File: config.mk
export PLATFORM = sky130hd
export DESIGN_NAME = weight_config_loader_flat
export DESIGN_NICKNAME = d
export VERILOG_FILES = /design/src/rtl/weight_config_loader_if.sv /design/src/rtl/weight_config_loader.sv /design/src/flat_wrapper.sv
export SDC_FILE = /design/constraint.sdc
export NUM_CORES = 1
export LEC_CHECK = 0
export ABC_AREA = 1
export CORE_MARGIN = 2
export CORE_UTILIZATION = 49
export DETAILED_ROUTE_END_ITERATION = 8
export GPL_TIMING_DRIVEN = 0
export HOLD_SLACK_MARGIN = 0.08
export PLACE_DENSITY = 0.79
export SYNTH_ARGS = -nofsm -noshare
export SYNTH_HDL_FRONTEND = slang
export SYNTH_SLANG_ARGS = --single-unit
File: constraint.sdc
create_clock -name clk -period 5.4 [get_ports clk]
set_clock_uncertainty 0.1 [all_clocks]
set_input_delay 1.08 -clock clk [delete_from_list [all_inputs] [get_ports clk]]
set_output_delay 1.08 -clock clk [all_outputs]
set_load 0.01 [all_outputs]
File: src/rtl/weight_config_loader_if.sv
// Upstream word stream into the weight configuration loader.
// The producer drives valid/data; the loader drives ready.
interface weight_config_loader_if;
  logic        s_valid;
  logic [31:0] s_data;
  logic        s_ready;

  modport master (
    output s_valid,
    output s_data,
    input  s_ready
  );

  modport slave (
    input  s_valid,
    input  s_data,
    output s_ready
  );
endinterface

File: src/rtl/weight_config_loader.sv
// Parses layer/neuron/count headed packets and broadcasts each weight word with its index.
// Packets whose count exceeds max_weights are consumed silently and flagged with err.
module weight_config_loader #(
  parameter int unsigned max_weights  = 784,
  parameter int unsigned address_bits = $clog2(max_weights)
) (
  input  logic                    clk,
  input  logic                    reset,
  weight_config_loader_if.slave   s,
  output logic                    weight_valid,
  output logic [31:0]             weight_value,
  output logic [31:0]             config_layer_no,
  output logic [31:0]             config_neuron_no,
  output logic [address_bits-1:0] weight_index,
  output logic                    busy,
  output logic                    done,
  output logic                    err
);

  typedef enum logic [2:0] {StIdle, StHdrNeuron, StHdrCount, StData, StDrop} state_e;

  state_e                  state_q, state_d;
  logic [31:0]             remaining_q, remaining_d;
  logic [address_bits-1:0] index_q, index_d;
  logic [31:0]             layer_q, layer_d;
  logic [31:0]             neuron_q, neuron_d;
  logic                    wvalid_q, wvalid_d;
  logic [31:0]             wvalue_q, wvalue_d;
  logic [address_bits-1:0] widx_q, widx_d;
  logic                    busy_q, busy_d;
  logic                    done_q, done_d;
  logic                    err_q, err_d;
  logic                    accept;

  // Never back-pressures; ready only drops while reset is held.
  assign s.s_ready = reset;
  assign accept    = s.s_valid & s.s_ready;

  always_comb begin
    state_d     = state_q;
    remaining_d = remaining_q;
    index_d     = index_q;
    layer_d     = layer_q;
    neuron_d    = neuron_q;
    wvalid_d    = 1'b0;
    wvalue_d    = wvalue_q;
    widx_d      = widx_q;
    done_d      = 1'b0;
    err_d       = 1'b0;
    if (accept) begin
      unique case (state_q)
        StIdle: begin
          layer_d = s.s_data;
          state_d = StHdrNeuron;
        end
        StHdrNeuron: begin
          neuron_d = s.s_data;
          state_d  = StHdrCount;
        end
        StHdrCount: begin
          if (s.s_data == 32'd0) begin
            done_d  = 1'b1;
            state_d = StIdle;
          end else if (s.s_data <= 32'(max_weights)) begin
            remaining_d = s.s_data;
            index_d     = '0;
            state_d     = StData;
          end else begin
            err_d       = 1'b1;
            remaining_d = s.s_data;
            state_d     = StDrop;
          end
        end
        StData: begin
          wvalid_d    = 1'b1;
          wvalue_d    = s.s_data;
          widx_d      = index_q;
          index_d     = index_q + address_bits'(1);
          remaining_d = remaining_q - 32'd1;
          if (remaining_q == 32'd1) begin
            done_d  = 1'b1;
            state_d = StIdle;
          end
        end
        StDrop: begin
          remaining_d = remaining_q - 32'd1;
          if (remaining_q == 32'd1) begin
            done_d  = 1'b1;
            state_d = StIdle;
          end
        end
        default: state_d = StIdle;
      endcase
    end
    busy_d = (state_d != StIdle);
  end

  always_ff @(posedge clk or negedge reset) begin
    if (!reset) begin
      state_q     <= StIdle;
      remaining_q <= '0;
      index_q     <= '0;
      layer_q     <= '0;
      neuron_q    <= '0;
      wvalid_q    <= 1'b0;
      wvalue_q    <= '0;
      widx_q      <= '0;
      busy_q      <= 1'b0;
      done_q      <= 1'b0;
      err_q       <= 1'b0;
    end else begin
      state_q     <= state_d;
      remaining_q <= remaining_d;
      index_q     <= index_d;
      layer_q     <= layer_d;
      neuron_q    <= neuron_d;
      wvalid_q    <= wvalid_d;
      wvalue_q    <= wvalue_d;
      widx_q      <= widx_d;
      busy_q      <= busy_d;
      done_q      <= done_d;
      err_q       <= err_d;
    end
  end

  assign weight_valid     = wvalid_q;
  assign weight_value     = wvalue_q;
  assign config_layer_no  = layer_q;
  assign config_neuron_no = neuron_q;
  assign weight_index     = widx_q;
  assign busy             = busy_q;
  assign done             = done_q;
  assign err              = err_q;

endmodule

File: src/flat_wrapper.sv
// flat-port wrapper written by rule: the top's interface ports become plain ports
module weight_config_loader_flat 
#(
  parameter int unsigned max_weights  = 784,
  parameter int unsigned address_bits = $clog2(max_weights)
)
  (clk, reset, weight_valid, weight_value, config_layer_no, config_neuron_no, weight_index, busy, done, err, s_s_valid, s_s_data, s_s_ready);
  weight_config_loader_if s_i ();
  input  logic clk;
  input  logic reset;
  output logic weight_valid;
  output logic [31:0] weight_value;
  output logic [31:0] config_layer_no;
  output logic [31:0] config_neuron_no;
  output logic [address_bits-1:0] weight_index;
  output logic busy;
  output logic done;
  output logic err;
  input wire logic [$bits(s_i.s_valid)-1:0] s_s_valid;
  input wire logic [$bits(s_i.s_data)-1:0] s_s_data;
  output wire logic [$bits(s_i.s_ready)-1:0] s_s_ready;
  assign s_i.s_valid = s_s_valid;
  assign s_i.s_data = s_s_data;
  assign s_s_ready = s_i.s_ready;
  weight_config_loader #(.max_weights(max_weights), .address_bits(address_bits)) u_core (.clk(clk), .reset(reset), .s(s_i), .weight_valid(weight_valid), .weight_value(weight_value), .config_layer_no(config_layer_no), .config_neuron_no(config_neuron_no), .weight_index(weight_index), .busy(busy), .done(done), .err(err));
endmodule
==> out/results.txt, run 1 <==
Synth cell types: 36
grt ovf: 0
Final Power: 5.54 mW
IO Pins: 146
Final #Nets: 1082
Detail Placement HPWL: 14.3 mm
max-slew violations: 0
Starting Density: 49.9%
TritonCTS clock tree: yes
Cell Int Power: 3.47 mW
VDD IR max: 0.269 mV
Hold Path End: u_core.weight_index[0]$_DFFE_PN0P_
crit path capture type: primary output
cell taking the most area after synthesis: dfrtp_1
outcome: complete, no violations
power per cell area: 583 nW/um^2
pre-CTS WS: 1.39 ns
Cell Area, Synth: 7230 sq um
period utilisation layout: 73.0%
Global Route Usage Sum: 26.5%
vias: 6694
final number of hold-violating endpoints: 0
maximum capacitance violations: 0
worst hold path type: flip-flop to flip-flop
FF-to-FF End: u_core.config_layer_no[30]$_DFFE_PN0P_
critical path arrival: 2.76 ns
Startpoint Class: input port
post-layout minimum cycle time: 3.94 ns
Root Buffer: clkbuf_16
Core Area: 14500 sq um
Reg area: 3880 sq um
Worst-Skew Late Latency: 0.43 ns
RSZ-0062 raised after global routing: false
Layout area overhead: 31.5%
P_sw: 2.08 mW
RR Startpoint: u_core.state_q[1]$_DFF_PN0_
LEAKAGE: 4.35 nW
first-pass GRT wire length: 33.0 mm
slew margin rel.: 51.9%
largest net degree at the start of global routing: 82
Async S/R FF share, synth: 100%
min-delay src: u_core.weight_index[0]$_DFFE_PN0P_
Num CTS Buffers: 17
vias per cell: 5.40
layout filler cell count: 1246
# port buffers: 145
most used flip-flop cell after synthesis: dfrtp_1
drt pass-1 iters: 5
worst reg-to-reg path cell count: 5
row count: 44
Setup Crit Path Kind: input port to primary output
count leader, synth: nand2_1
Required @ worst endpoint: 4.22 ns
drt initial violations: 663
# diodes: 0
area share of xor/xnor cells in the synthesized design: 2.06%
CTS max path bufs: 2
Sink Count: 155
average cell area after synthesis: 8.22 sq um
Routed WL: 20.3 mm
drc violations: 0
endpoints failing setup: 0
number of flops mapped to enable cells by yosys: 0
setup ws final: 1.46 ns
Post-CTS Setup Repair Bufs: 0
layout cells sized above 1: 7.20%
Yosys reg bits: 155
vias in the first global route: 6403
die area: 15700 sq um
Mapped Nets: 917
Area after DPL: 8940 sq um
Setup TNS Final: 0 ns
most instantiated cells after synthesis: nand2_1 (235), dfrtp_1 (155), o21ai_0 (130)
initial antenna violation count: 0
worst hold path cell count: 2
Die Width: 125 um
multiplexer share of the synthesized area: 0%
sw frac: 37.5%
hold buffer count at cts: 0
Mapped Cells: 879
top cell type's share of synthesized area: 53.7%
combinational share of power: 41.6%
Seq/Total Area, Yosys: 53.7%
R2R Setup Slk: 3.26 ns
final instance area: 9510 sq um
yosys warns: 0
area of the multi-input gates: 2870 sq um
Post-CTS Resized: 0
H-Tree Depth: 4
Synth Area in Simple Gates: 23.6%
clock share of power: 20.9%
top fanout value on the critical path: 81
clk slew on worst S/H paths: 0.06 ns
GPL Wtd Cong: 0.965
largest family of logic cells by synthesized area: simple AND/OR/NAND/NOR gates
final antenna-violating net count: 0
worst-margin pin slew: 0.722 ns
sequential share of power: 37.5%
compound-cell area share of the yosys netlist: 13.6%
adder-cell share of the synthesized area: 0.519%
Die Span Y: 125 um
largest cells by area after synthesis: dfrtp_1 (54%), nand2_1 (12%), o21ai_0 (9.0%), nor2_1 (4.2%), inv_1 (3.9%)
FMAX: 0.254 GHz
post-DR wirelength/cell: 16.4 um
critical path, stage by stage:
cell,delay (ns)
buf_6,0.51
buf_16,0.40
buf_4,0.18
clkdlybuf4s50_1,0.52
power groups by stage:
stage,registers (mW),logic (mW),clock network (mW)
3_3_place_gp,2.07,2.24,0
3_5_place_dp,2.08,2.30,0
6_report,2.08,2.31,1.16
4_1_cts,2.07,2.31,1.16
5_1_grt,2.14,2.55,1.21
2_1_floorplan,2.19,1.00,0
logic make-up (layout without fill, tap and decap cells):
logic type,Yosys count,count (layout)
adder cells (fa/ha/maj),3,3
flip-flops,155,155
XOR/XNOR,17,17
AO/OA/AOI/OAI,190,190
buffers and inverters,116,293
AND/OR/NAND/NOR,398,398
cell type report:
| cell class | count | area share (%) |
|---|---|---|
| clock buffer | 25 | 5.32 |
| tap | 184 | 2.42 |
| buffer | 35 | 1.80 |
| inverter | 81 | 3.20 |
| clock inverter | 6 | 0.645 |
| sequential | 155 | 40.8 |
| multi-input combinational | 608 | 30.2 |
| timing repair buffer | 146 | 15.6 |
placed cells by master, fill, tap and decap left out, types with 7 or more instances in the layout:
master / instances
a21oi_1: 20
buf_2: 11
clkbuf_1: 21
clkbuf_16: 17
clkdlybuf4s50_1: 144
dfrtp_1: 155
inv_1: 76
nand2_1: 235
nand2_2: 7
nand3_1: 35
nand4_1: 8
nor2_1: 81
nor3_1: 10
o211ai_1: 7
o21ai_0: 130
o21ai_1: 27
xor2_1: 13
flip-flops by register name, indices dropped and copies added, names as in the netlist:
signal / flops
u_core.busy: 1
u_core.done: 1
u_core.weight_index: 10
u_core.err: 1
u_core.config_neuron_no: 32
u_core.remaining_q: 32
u_core.config_layer_no: 32
u_core.weight_valid: 1
u_core.state_q: 3
u_core.weight_value: 32
u_core.index_q: 10
worst max path at each step:
stage | start | end
after global routing | reset | s_s_ready
after global placement | reset | u_core.config_layer_no[30]$_DFFE_PN0P_
final | reset | s_s_ready
after floorplan | reset | s_s_ready
after CTS | reset | s_s_ready
after detailed placement | reset | s_s_ready
stage by stage:
stage / utilization, % / hold slack, ns / cells
global route: 65.6 / 0.397 / 1240
global placement: 61.5 / 0.366 / 1208
finish: 65.6 / 0.369 / 1240
CTS: 65.6 / 0.373 / 1240
floorplan: - / 0.371 / 879
detailed placement: 61.7 / 0.358 / 1209
per-layer routing:
metal / vias up / track usage (%) / part of all wire [%] / routed length, um
met2: 262 / 40.7 / 47 / 9450
li1: 3176 / - / - / -
met3: 49 / 4.96 / 7.1 / 1440
met5: - / 0 / 0 / 0
met1: 3207 / 36.9 / 43 / 8730
met4: 0 / 12.2 / 3.3 / 667
(Power assumes the default switching activity.)
==> inputs of run 2 (changes only) <==
- clock period: 5.4 -> 4.1 ns (I/O delays scaled with it)
==> results of run 2 <==
The final DEF is identical to that of run 1. Status: complete, no violations.
Among the figures that moved: setup slack after placement 1.39 ns -> 0.611 ns; setup slack after layout 1.46 ns -> 0.679 ns; hold slack 0.369 ns -> 0.305 ns; register-to-register setup slack 3.26 ns -> 1.96 ns; total power 5.54 mW -> 7.30 mW; worst IR drop on VDD 0.269 mV -> 0.354 mV
==> inputs of run 3 (changes only) <==
- CORE_UTILIZATION: 49 -> 47
- clock period: 4.1 -> 2.85 ns (I/O delays scaled with it)
==> out/results.txt, run 3 (same netlist as run 1, synthesis figures left out) <==
outcome: complete, no violations
placed insts: 1213 (+0.33%)
post-layout minimum cycle time: 2.74 ns
power per cell area: 1100 nW/um^2
Detail Placement HPWL: 14.5 mm (+0.79%)
worst reg-to-reg path cell count: 7 (+2)
max-slew violations: 0 (unchanged)
VDD IR max: 0.493 mV
initial antenna violation count: 0 (unchanged)
vias: 6600 (-1.4%)
critical path cell sequence: dlygate4sd3_1 -> buf_6 -> buf_4 -> clkdlybuf4s50_1
Setup Crit Path Kind: input port to primary output
TritonCTS clock tree: yes
met3 wire length: 1.18 mm (-18%)
FMAX: 0.365 GHz
Core Area: 15100 sq um (+4.2%)
met1 WL: 9.33 mm (+6.9%)
H-Tree Depth: 4 (unchanged)
most frequent cells in the layout: nand2_1 (235), dfrtp_1 (155), clkdlybuf4s50_1 (144), o21ai_0 (130), nor2_1 (81)
# diodes: 0 (unchanged)
drt pass-1 iters: 5 (unchanged)
grt ovf: 0 (unchanged)
CTS max path bufs: 2 (unchanged)
R2R Setup Slk: 0.76 ns
Required @ worst endpoint: 2.18 ns
Die Width: 128 um (+2.0%)
Final Non-Filler Cells: 1250 (+0.81%)
final antenna-violating net count: 0 (unchanged)
GPL Wtd Cong: 0.956 (-0.94%)
Routed WL: 20.6 mm (+1.6%)
crit path capture: s_s_ready
commonest non-fill, non-tap cell in the layout: nand2_1
row count: 45 (+2.3%)
Final #Nets: 1087 (+0.46%)
hold slack: 0.377 ns
# port buffers: 145 (unchanged)
slew margin rel.: 55.5% (+3.6 points)
LEAKAGE: 4.38 nW (+0.75%)
Worst-Skew Late Latency: 0.43 ns (about the same)
top fanout value on the critical path: 22 (-73%)
uppermost layer routed: met4
Num CTS Buffers: 17 (unchanged)
largest net degree at the start of global routing: 86 (+4.9%)
vias in the first global route: 6470 (+1.0%)
clk slew on worst S/H paths: 0.06 ns (about the same)
maximum capacitance violations: 0 (unchanged)
worst-margin pin slew: 0.668 ns (-0.0545 ns)
critical-path cell with the highest stage delay: dlygate4sd3_1
Setup TNS Final: 0 ns (unchanged)
met2 WL: 9.61 mm (+1.6%)
period utilisation layout: 96.0%
post-DR wirelength/cell: 16.5 um (+0.76%)
endpoints failing setup: 0 (unchanged)
final number of hold-violating endpoints: 0 (unchanged)
worst hold path cell count: 2
first-pass GRT wire length: 33.6 mm (+1.8%)
drt initial violations: 440 (-34%)
Root Buffer: clkbuf_16
drc violations: 0 (unchanged)
RR Startpoint: u_core.state_q[1]$_DFF_PN0_
vias per cell: 5.28 (-2.2%)
layout filler cell count: 1313 (+5.4%)
Sink Count: 155 (unchanged)
die area: 16400 sq um (+4.1%)
Startpoint Class: input port
Layout area overhead: 33.0%
CP peak stage delay: 0.54 ns (+0.02 ns)
layout cells sized above 1: 7.53% (+0.34 points)
FF-to-FF End: u_core.remaining_q[1]$_DFFE_PN0P_
final core occ: 63.7% (-1.9 points)
crit path capture type: primary output
Starting Density: 47.9% (-2.0 points)
worst hold path type: flip-flop to flip-flop
Final Power: 10.6 mW
Reg area: 3880 sq um (unchanged)
critical path arrival: 2.07 ns
Die Span Y: 128 um (+2.0%)
RSZ-0062 raised after global routing: false
IO Pins: 146 (unchanged)
Critical Path Start: reset
Global Route Usage Sum: 26.3% (-0.19 points)
area of the multi-input gates: 2880 sq um (+0.17%)
==> run 3: power breakdown <==
| part | leakage, nW | total, mW | internal [mW] | switching [mW] |
|---|---|---|---|---|
| registers | 1.96 | 3.93 | 3.19 | 0.735 |
| logic | 2.14 | 4.38 | 2.07 | 2.31 |
| clock network | 0.282 | 2.29 | 1.38 | 0.910 |
==> run 3: repair_timing <==
item,in CTS,in global routing
hold buffers,5,0
endpoints found under the hold margin,1,0
resized for setup,0,1
buffers inserted,0,0
endpoints found under the setup margin,0,11
==> run 3: cell type report <==
type / count / share of cell area [%]
Tap cell: 188 / 2.45
Inverter: 81 / 3.16
Clock buffer: 23 / 5.07
Clock inverter: 9 / 1.17
Buffer: 35 / 1.78
Multi-Input combinational cell: 608 / 29.9
Timing Repair Buffer: 151 / 16.1
Sequential cell: 155 / 40.3
==> run 3: how the worst min path moves through the flow <==
stage                                              startpoint                                  end  slack [ns]
final                      u_core.weight_index[9]$_DFFE_PN0P_   u_core.weight_index[9]$_DFFE_PN0P_        0.38
after global routing       u_core.weight_index[0]$_DFFE_PN0P_   u_core.weight_index[0]$_DFFE_PN0P_        0.40
after CTS                  u_core.weight_index[9]$_DFFE_PN0P_   u_core.weight_index[9]$_DFFE_PN0P_        0.39
after detailed placement   u_core.weight_index[9]$_DFFE_PN0P_   u_core.weight_index[9]$_DFFE_PN0P_        0.37
after global placement    u_core.weight_value[27]$_DFFE_PN0P_  u_core.weight_value[27]$_DFFE_PN0P_        0.37
after floorplan                                         reset                u_core.busy$_DFF_PN0_        0.17
==> run 3: worst max-delay path, delay by kind of cell <==
family,cells,cell delay [ns]
buffers and inverters,4,1.48
==> run 3: per-layer routing <==
layer | up-vias | global-route usage (%)
li1 | 3182 | -
met1 | 3165 | 36.7
met2 | 211 | 41.6
met3 | 42 | 4.59
met4 | 0 | 9.76
met5 | - | 0
==> run 3: through the flow <==
stage                     worst slack (ns)  cell area, sq um
after CTS                           0.0878              9610
after global routing                0.0397              9620
after global placement               -5.99              8910
final                                0.113              9620
after floorplan                       1.09              7230
after detailed placement            -0.191              8940
